File: src/rtl/result_mem_pkg.sv
// Frame geometry and writer FSM state shared by the result-memory write and display read paths.
package result_mem_pkg;

  localparam int unsigned FRAME_W      = 640;
  localparam int unsigned FRAME_H      = 480;
  localparam int unsigned FRAME_PIXELS = FRAME_W * FRAME_H;
  localparam int unsigned PIX_ADDR_W   = 19;
  localparam int unsigned PIX_DATA_W   = 8;

  typedef enum logic [0:0] {
    StIdle,
    StWrite
  } wr_state_t;

endpackage

File: src/rtl/result_mem_writer_if.sv
// Pixel-stream input and memory write port of the result memory writer.
interface result_mem_writer_if #(
  parameter int unsigned ADDR_W = 19,
  parameter int unsigned DATA_W = 8
) ();

  logic              start;
  logic              pix_valid;
  logic [DATA_W-1:0] pix_data;
  logic              pix_ready;
  logic              mem_we;
  logic [ADDR_W-1:0] mem_addr;
  logic [DATA_W-1:0] mem_wdata;
  logic              mem_wait;
  logic              busy;
  logic              frame_done;

  // Driven side: processing datapath plus memory.
  modport master (
    output start, pix_valid, pix_data, mem_wait,
    input  pix_ready, mem_we, mem_addr, mem_wdata, busy, frame_done
  );

  // Writer side.
  modport slave (
    input  start, pix_valid, pix_data, mem_wait,
    output pix_ready, mem_we, mem_addr, mem_wdata, busy, frame_done
  );

endinterface

File: src/rtl/pix_fifo.sv
// Small synchronous FIFO buffering pixels between the input handshake and the memory write register.
module pix_fifo #(
  parameter int unsigned Depth = 4,
  parameter int unsigned Width = 8
) (
  input  logic             clk,
  input  logic             rst,
  input  logic             clr_i,
  input  logic             push_i,
  input  logic [Width-1:0] wdata_i,
  input  logic             pop_i,
  output logic [Width-1:0] rdata_o,
  output logic             full_o,
  output logic             empty_o
);

  localparam int unsigned PtrW = $clog2(Depth);

  // Pointers carry one extra wrap bit to tell full from empty.
  logic [PtrW:0]      wr_ptr_q, rd_ptr_q;
  logic [Width-1:0]   mem_q [Depth];

  always_ff @(posedge clk or posedge rst) begin
    if (rst) begin
      wr_ptr_q <= '0;
      rd_ptr_q <= '0;
    end else if (clr_i) begin
      wr_ptr_q <= '0;
      rd_ptr_q <= '0;
    end else begin
      if (push_i) wr_ptr_q <= wr_ptr_q + 1'b1;
      if (pop_i)  rd_ptr_q <= rd_ptr_q + 1'b1;
    end
  end

  always_ff @(posedge clk) begin
    if (push_i && !clr_i) mem_q[wr_ptr_q[PtrW-1:0]] <= wdata_i;
  end

  assign rdata_o = mem_q[rd_ptr_q[PtrW-1:0]];
  assign empty_o = (wr_ptr_q == rd_ptr_q);
  assign full_o  = (wr_ptr_q[PtrW] != rd_ptr_q[PtrW]) &&
                   (wr_ptr_q[PtrW-1:0] == rd_ptr_q[PtrW-1:0]);

endmodule

File: src/rtl/result_mem_writer.sv
// Writes one frame of processed pixels into the result memory in raster order, then pulses
// frame_done once the last write has been committed.
module result_mem_writer
  import result_mem_pkg::*;
#(
  parameter int unsigned WIDTH      = FRAME_W,
  parameter int unsigned HEIGHT     = FRAME_H,
  parameter int unsigned ADDR_W     = PIX_ADDR_W,
  parameter int unsigned DATA_W     = PIX_DATA_W,
  parameter int unsigned FIFO_DEPTH = 4
) (
  input logic              clk,
  input logic              rst,
  result_mem_writer_if.slave bus
);

  localparam logic [ADDR_W-1:0] FramePix = ADDR_W'(WIDTH * HEIGHT);
  localparam logic [ADDR_W-1:0] LastAddr = FramePix - ADDR_W'(1);

  wr_state_t         state_q;
  logic [ADDR_W-1:0] in_cnt_q;
  logic [ADDR_W-1:0] wr_addr_q;
  logic              mem_we_q;
  logic [ADDR_W-1:0] mem_addr_q;
  logic [DATA_W-1:0] mem_wdata_q;
  logic              frame_done_q;

  logic              fifo_full, fifo_empty, fifo_clr;
  logic [DATA_W-1:0] fifo_rdata;
  logic              pix_ready, push, pop, reg_free, commit, last_commit;

  assign fifo_clr    = (state_q == StIdle) && bus.start;
  assign pix_ready   = (state_q == StWrite) && !fifo_full && (in_cnt_q < FramePix);
  assign push        = bus.pix_valid && pix_ready;
  assign commit      = mem_we_q && !bus.mem_wait;
  assign reg_free    = !mem_we_q || !bus.mem_wait;
  assign pop         = (state_q == StWrite) && !fifo_empty && reg_free;
  assign last_commit = commit && (mem_addr_q == LastAddr);

  pix_fifo #(
    .Depth (FIFO_DEPTH),
    .Width (DATA_W)
  ) u_fifo (
    .clk     (clk),
    .rst     (rst),
    .clr_i   (fifo_clr),
    .push_i  (push),
    .wdata_i (bus.pix_data),
    .pop_i   (pop),
    .rdata_o (fifo_rdata),
    .full_o  (fifo_full),
    .empty_o (fifo_empty)
  );

  // wr_addr_q tracks the address for the next pop; every pop is eventually committed in order.
  always_ff @(posedge clk or posedge rst) begin
    if (rst) begin
      state_q      <= StIdle;
      in_cnt_q     <= '0;
      wr_addr_q    <= '0;
      mem_we_q     <= 1'b0;
      mem_addr_q   <= '0;
      mem_wdata_q  <= '0;
      frame_done_q <= 1'b0;
    end else begin
      frame_done_q <= 1'b0;
      unique case (state_q)
        StIdle: begin
          if (bus.start) begin
            state_q   <= StWrite;
            in_cnt_q  <= '0;
            wr_addr_q <= '0;
          end
        end
        StWrite: begin
          if (push) in_cnt_q <= in_cnt_q + ADDR_W'(1);
          if (pop) begin
            mem_we_q    <= 1'b1;
            mem_addr_q  <= wr_addr_q;
            mem_wdata_q <= fifo_rdata;
            wr_addr_q   <= wr_addr_q + ADDR_W'(1);
          end else if (reg_free) begin
            mem_we_q <= 1'b0;
          end
          if (last_commit) begin
            state_q      <= StIdle;
            frame_done_q <= 1'b1;
          end
        end
        default: state_q <= StIdle;
      endcase
    end
  end

  assign bus.pix_ready  = pix_ready;
  assign bus.mem_we     = mem_we_q;
  assign bus.mem_addr   = mem_addr_q;
  assign bus.mem_wdata  = mem_wdata_q;
  assign bus.busy       = (state_q == StWrite);
  assign bus.frame_done = frame_done_q;

endmodule

File: src/flat_wrapper.sv
// flat-port wrapper written by rule: the top's interface ports become plain ports
module result_mem_writer_flat import result_mem_pkg::*;
#(
  parameter int unsigned WIDTH      = FRAME_W,
  parameter int unsigned HEIGHT     = FRAME_H,
  parameter int unsigned ADDR_W     = PIX_ADDR_W,
  parameter int unsigned DATA_W     = PIX_DATA_W,
  parameter int unsigned FIFO_DEPTH = 4
)
  (clk, rst, bus_start, bus_pix_valid, bus_pix_data, bus_mem_wait, bus_pix_ready, bus_mem_we, bus_mem_addr, bus_mem_wdata, bus_busy, bus_frame_done);
  result_mem_writer_if #(.ADDR_W(ADDR_W), .DATA_W(DATA_W)) bus_i ();
  input logic clk;
  input logic rst;
  input wire logic [$bits(bus_i.start)-1:0] bus_start;
  input wire logic [$bits(bus_i.pix_valid)-1:0] bus_pix_valid;
  input wire logic [$bits(bus_i.pix_data)-1:0] bus_pix_data;
  input wire logic [$bits(bus_i.mem_wait)-1:0] bus_mem_wait;
  output wire logic [$bits(bus_i.pix_ready)-1:0] bus_pix_ready;
  output wire logic [$bits(bus_i.mem_we)-1:0] bus_mem_we;
  output wire logic [$bits(bus_i.mem_addr)-1:0] bus_mem_addr;
  output wire logic [$bits(bus_i.mem_wdata)-1:0] bus_mem_wdata;
  output wire logic [$bits(bus_i.busy)-1:0] bus_busy;
  output wire logic [$bits(bus_i.frame_done)-1:0] bus_frame_done;
  assign bus_i.start = bus_start;
  assign bus_i.pix_valid = bus_pix_valid;
  assign bus_i.pix_data = bus_pix_data;
  assign bus_i.mem_wait = bus_mem_wait;
  assign bus_pix_ready = bus_i.pix_ready;
  assign bus_mem_we = bus_i.mem_we;
  assign bus_mem_addr = bus_i.mem_addr;
  assign bus_mem_wdata = bus_i.mem_wdata;
  assign bus_busy = bus_i.busy;
  assign bus_frame_done = bus_i.frame_done;
  result_mem_writer #(.WIDTH(WIDTH), .HEIGHT(HEIGHT), .ADDR_W(ADDR_W), .DATA_W(DATA_W), .FIFO_DEPTH(FIFO_DEPTH)) u_core (.clk(clk), .rst(rst), .bus(bus_i));
endmodule
File: config.mk
export PLATFORM = sky130hd
export DESIGN_NAME = result_mem_writer_flat
export DESIGN_NICKNAME = d
export VERILOG_FILES = /design/src/rtl/result_mem_pkg.sv /design/src/rtl/result_mem_writer_if.sv /design/src/rtl/pix_fifo.sv /design/src/rtl/result_mem_writer.sv /design/src/flat_wrapper.sv
export SDC_FILE = /design/constraint.sdc
export NUM_CORES = 1
export LEC_CHECK = 0
export ABC_AREA = 1
export CORE_MARGIN = 5
export CORE_UTILIZATION = 44
export DETAILED_ROUTE_END_ITERATION = 6
export PLACE_DENSITY = 0.72
export SYNTH_ARGS = -nofsm -noshare
export SYNTH_HDL_FRONTEND = slang
export SYNTH_HIERARCHICAL = 1
export SYNTH_SLANG_ARGS = --single-unit
File: constraint.sdc
create_clock -name clk -period 2.51 [get_ports clk]
set_input_delay 0.251 -clock clk [delete_from_list [all_inputs] [get_ports clk]]
set_output_delay 0.251 -clock clk [all_outputs]
set_load 0.05 [all_outputs]
# --- Yosys cells after proc, flatten, opt, wreduce, memory -nomap -nowiden ---
# Memory sizes are Yosys's and may differ from the RTL's. A register that Yosys moved wholly into a read port is not among the register bits.
# Index checks and enable logic that the tools add are counted.
word_totals:
  regBits: 66
  latch_bits: 0
  ram_bits: 32
  romBits: 0
  inputBits: 13
  output_inout_bits: 31
  wordCells: 63
  mem_count: 1
op_classes:
  n_addsub: 4
  mul: 0
  div_mod_pow: 0
  magnitude_cmp: 1
  n_eq_ne: 7
  shifts: 0
  muxes: 18
  n_bitwise: 1
  reduce_logical: 23
memory_table:
  columns: ["memory", "depth", "word_bits", "rd", "rd_ports_with_merged_regs", "wr", "line", "rtl"]
  rows:
  - ["u_core.u_fifo.mem_q", 4, 8, 1, 1, 1, "pix_fifo.sv:21", "logic [Width-1:0] mem_q [Depth];"]
op_table:
  columns: ["operator", "count"]
  rows:
  - ["case mux 19 bit (2 select lines)", 2]
  - ["two-way mux 19 bit", 3]
  - ["adder 19 x 1 -> 19 bit, second input constant", 2]
  - ["equality test 19 bit, second input constant", 1]
  - ["less-than comparator 19 bit, second input constant", 1]
  - ["two-way mux 3 bit", 4]
  - ["logical AND 1 bit", 10]
  - ["two-way mux 1 bit", 8]
  - ["AND reduction 2 bit", 4]
  - ["adder 3 x 1 -> 3 bit, second input constant", 2]
  - ["inequality test 2 bit, second input constant", 3]
  - ["nonzero test 2 bit", 3]
  - ["zero test 1 bit", 5]
  - ["equality test 3 bit", 1]
  - ["equality test 2 bit", 1]
  - ["case mux 1 bit (2 select lines)", 1]
  - ["logical OR 1 bit", 1]
  - ["inequality test 1 bit", 1]
  - ["inverter 1 bit", 1]

# --- Longest topological paths before layout ---
logic_depth:
  ltp_word: 9
  depth_mapped: 15
  depth_no_buf: 14

# --- By module ---
# Netlist, hierarchy kept.
modules_own_cells:
  columns: ["module", "n_inst", "cells_each", "area_per_inst_um2", "seq_area_each_um2"]
  rows:
  - ["result_mem_writer", 1, 463, 3515.9, 1701.6]
  - ["pix_fifo", 1, 144, 1681.6, 1111.1]

# --- Least setup slack after synthesis ---
# Ideal clock, no wire load.
synth_path:
  path_type: "reg-to-reg"
  startpoint: "register u_core.state_q, in the netlist u_core/bus.busy"
  endpoint: "memory u_core.u_fifo.mem_q[0][0], enable pin"
  setup_time_ns: 0.371
  arrival_time_ns: 1.759
  required_time_ns: 2.139
  path_slack_ns: 0.380
  path_stages_with_launch: 8
  path_buffers: 1
  cell_sequence: "dfrtp_1 > buf_4 > inv_2 > nand2_2 > inv_1 > inv_1 > nand2_1 > nor2_1"
synth_between:
  elab_chain_cells: 6
  elab_cells_between_ends: 9
synth_lines:
  columns: ["element", "line", "rtl"]
  rows:
  - ["start, declared", "result_mem_writer.sv:20", "wr_state_t state_q;"]
  - ["start signal, assigned", "result_mem_writer.sv:58", "state_q <= StIdle;"]
  - ["start signal, assigned", "result_mem_writer.sv:70", "state_q <= StWrite;"]
  - ["start signal, assigned", "result_mem_writer.sv:86", "state_q <= StIdle;"]
  - ["inverter 1 bit", "result_mem_writer.sv:32", "assign fifo_clr = (state_q == StIdle) && bus.start;"]
  - ["logical AND 1 bit", "result_mem_writer.sv:32", null]
  - ["net u_core.fifo_clr", "result_mem_writer.sv:28", "logic fifo_full, fifo_empty, fifo_clr;"]
  - ["zero test 1 bit", "pix_fifo.sv:37", "if (push_i && !clr_i) mem_q[wr_ptr_q[PtrW-1:0]] <= wdata_i;"]
  - ["logical AND 1 bit", "pix_fifo.sv:37", null]
  - ["two-way mux 1 bit", "pix_fifo.sv:37", null]
  - ["two-way mux 1 bit (implied by the code)", "pix_fifo.sv:37", null]
  - ["end, declared", "pix_fifo.sv:21", null]
# The timed path passes the listed nets, and every way through them passes these cells.

# --- Final worst setup path ---
layout_path:
  startpoint: "register u_core.u_fifo.rd_ptr_q[1]"
  endpoint: "memory u_core.u_fifo.mem_q[1][6], enable pin"
layout_between:
  elab_chain_cells: 9
layout_lines:
  columns: ["element", "line", "rtl"]
  rows:
  - ["start, declared", "pix_fifo.sv:20", "logic [PtrW:0] wr_ptr_q, rd_ptr_q;"]
  - ["start signal, assigned", "pix_fifo.sv:32", "if (pop_i) rd_ptr_q <= rd_ptr_q + 1'b1;"]
  - ["equality test 2 bit", "pix_fifo.sv:43", "(wr_ptr_q[PtrW-1:0] == rd_ptr_q[PtrW-1:0]);"]
  - ["logical AND 1 bit", "pix_fifo.sv:42", "assign full_o = (wr_ptr_q[PtrW] != rd_ptr_q[PtrW]) &&"]
  - ["net u_core.fifo_full", "result_mem_writer.sv:28", null]
  - ["zero test 1 bit", "result_mem_writer.sv:33", "assign pix_ready = (state_q == StWrite) && !fifo_full && (in_cnt_q < FramePix);"]
  - ["logical AND 1 bit (2 in a row)", "result_mem_writer.sv:33", null]
  - ["logical AND 1 bit", "result_mem_writer.sv:34", "assign push = bus.pix_valid && pix_ready;"]
  - ["net u_core.push", "result_mem_writer.sv:30", "logic pix_ready, push, pop, reg_free, commit, last_commit;"]
  - ["logical AND 1 bit", "pix_fifo.sv:37", null]
  - ["two-way mux 1 bit", "pix_fifo.sv:37", null]
  - ["two-way mux 1 bit (implied by the code)", "pix_fifo.sv:37", null]
# The timed path passes the listed nets, and every way through them passes these cells.

==> flow_summary.ini <==
[synthesis]
async_flop_share_pct = 69.8
synth_nets = 627
yosys_warnings = 6
ys_types = 36
syn_area_per_cell_um2 = 8.56
yosys.area.top_type = dfrtp_1
yosys-top-cells-area = dfrtp_1 36%, edfxtp_1 18%, nand2_1 12%
ys_seq_elements = 106
synth_most_common_cell = nand2_1
netlist_area_mm2 = 0.00520
syn_inst = 607
synth.top_cell.area_share_pct = 35.6
synthFlopType = dfrtp_1
synth_edf_count = 32
yosysSeqAreaShare_pct = 54.1
synthTopCellsByCount = 170 x nand2_1, 81 x inv_1, 74 x dfrtp_1

[worst_setup_path]
cp_max_fo = 11
arrival_ns = 2.29
crit_path_cell_trace = inv_4 > nand2_1 > nand2_1 > nand2_1 > nor2_1 > inv_1 > nand2_1 > nor2_2 > nand3_2 > inv_1 > nand2_1 > nor2_1 > buf_4
crit_path_top_delay_cell = dfrtp_1
max_stage_delay_ns = 0.59
reg2regPathDepth = 13
end_kind = register
r2r-end = u_core/u_fifo/mem_q[1][6]
worstPathRequired_ns = 2.58
r2r-start = u_core/u_fifo/rd_ptr_q[1]
rrSetupSlack_ns = 0.29
crit_type = register to register
start_kind = register
cp_common_cell = nand2_1

[global_routing]
grt_max_degree = 35
grt_overflow = 0
first_global_vias = 4129
grt_usage_pct = 16.9
antenna_found_initial = 0
grt_pass1_wl_um = 19500

[cells_and_area]
utilization_pct = 53.1
drive_gt1_share_pct = 6.97
nets = 675
num_antenna_cells = 0
area_growth_pct = 17.6

[placed_design]
post-place-ws_ns = 0.333
dp_hpwl_um = 8300
place_congestion = 0.863
io_buffers = 43

[sta]
fin_crit_ns = 2.22
rsz0062_at_grt = no
finalSetupTns_ns = 0
drv_slew = 0
fin_crit_sh_pct = 88.6
clock_skew_ns = 0.00842
tightest_slew_ns = 0.659
whs_ns = 0.184
slew_headroom_pct = 56.0
worst_slack_ns = 0.287
hold_violations = 0
finalSetupViolCount = 0
fmax_ghz = 0.450

[floorplan]
die_y_um = 119
die-area_mm2 = 0.0141
core-area_mm2 = 0.0115
ios = 44
die_width_um = 119
rows = 39
start_util_pct = 45.1

[drt]
antenna_left = 0
drc = 0
vias = 4217
drtIter0Drc = 251
firstDrtPassIters = 5
drt-total-wl_um = 11300
wire_per_inst_um = 14.1
via_per_inst = 5.25

[clock_network]
ctsResizeCount = 0
cts-buffers-inserted = 9
cts_root_buf = clkbuf_16
cts.sinks = 106
clk_latency_ns = 0.35
htreeDepth = 3
hold_buffers = 0
post-cts-setup-buffers = 0
tritoncts = built
path_clk_slew_ns = 0.08
clk_path_buf_depth = 2

[pwr]
net-switching-power_mw = 3.24
p_clk_share_pct = 20.5
power_frac_comb_pct = 42.4
p_leak_nw = 2.79
cellInternalPower_mw = 4.15
powerDensity_mw_per_mm2 = 1210
p_seq_share_pct = 37.0
switching_share_pct = 43.9
peakVddDrop_uv = 735

[flow_run]
drv_cap = 0

[run_status]
status = finished, final reports clean

[worst_hold_path]
hold_class = primary input to async pin
## critical path, delay by kind of cell (launching register included)
kind                   cells  cell delay [ns]
AND/OR/NAND/NOR            9             0.81
flip-flops                 1             0.59
buffers and inverters      4             0.55
## layout by cell type, fill, tap and decap left out, types with 9 or more instances in the layout
cell type / netlist / layout
a21oi_1: 14 / 14
buf_4: 2 / 10
clkbuf_16: 0 / 9
clkdlybuf4s50_1: 0 / 42
dfrtp_1: 74 / 74
edfxtp_1: 32 / 32
inv_1: 81 / 80
nand2_1: 170 / 170
nand3_1: 26 / 26
nand4_1: 30 / 30
nor2_1: 57 / 57
o211ai_1: 16 / 16
o21ai_0: 44 / 44
## power by group through the flow
stage,registers (mW),clock network [mW],logic (mW)
after floorplan,3.37,0,1.68
after global placement,2.74,0,3.08
after detailed placement,2.77,0,3.13
after CTS,2.74,1.55,3.15
after global routing,2.81,1.62,3.47
final,2.73,1.52,3.14
## sequential cells by signal, summed over array words and instances, names as in the netlist
| name | count |
|---|---|
| u_core/bus.busy | 1 |
| u_core/bus.mem_wdata | 8 |
| u_core/bus.frame_done | 1 |
| u_core/wr_addr_q | 19 |
| u_core/bus.mem_we | 1 |
| u_core/u_fifo/rd_ptr_q | 3 |
| u_core/in_cnt_q | 19 |
| u_core/bus.mem_addr | 19 |
| u_core/u_fifo/wr_ptr_q | 3 |
| u_core/u_fifo/mem_q | 32 |
## metrics by stage
step | power [mW] | instance area (um2) | cells
after floorplan | 5.04 | 5200 | 607
after global placement | 5.82 | 5780 | 787
after detailed placement | 5.90 | 5780 | 787
after CTS | 7.44 | 6110 | 803
after global routing | 7.90 | 6110 | 803
final | 7.39 | 6110 | 803
## routing by layer
metal	part of all wire (%)	GRT usage, %	vias to the layer above
li1	-	-	2070
met1	45	21.2	2022
met2	49	28.8	110
met3	4.9	4.11	15
met4	1.5	5.21	0
met5	0	0	-
## cell families after synthesis
group	synth area share, %
AND/OR/NAND/NOR	26.1
adder cells (fa/ha/maj)	1.69
buffers and inverters	9.00
flip-flops	54.1
XOR/XNOR	0.674
AO/OA/AOI/OAI	8.38
## worst max path at each step
stage                                    from                         to  slack (ns)  cells after the start
floorplan                     u_core/bus.busy  u_core/u_fifo/mem_q[0][0]        0.38                      7
global placement    u_core/u_fifo/rd_ptr_q[1]  u_core/u_fifo/mem_q[1][4]        0.38                     13
detailed placement  u_core/u_fifo/rd_ptr_q[1]  u_core/u_fifo/mem_q[1][2]        0.33                     13
CTS                 u_core/u_fifo/rd_ptr_q[1]  u_core/u_fifo/mem_q[1][1]        0.32                     13
global route        u_core/u_fifo/rd_ptr_q[1]        u_core/in_cnt_q[16]        0.05                     13
finish              u_core/u_fifo/rd_ptr_q[1]  u_core/u_fifo/mem_q[1][6]        0.29                     13
## area by class of cell
cell class / instances / area, um2
inverter: 84 / 318
timing repair buffer: 55 / 556
multi-input combinational: 399 / 1920
fill: 1055 / 5400
clock inverter: 7 / 108
clock buffer: 9 / 225
tap: 143 / 179
sequential: 106 / 2810
(Power assumes the default switching activity.)
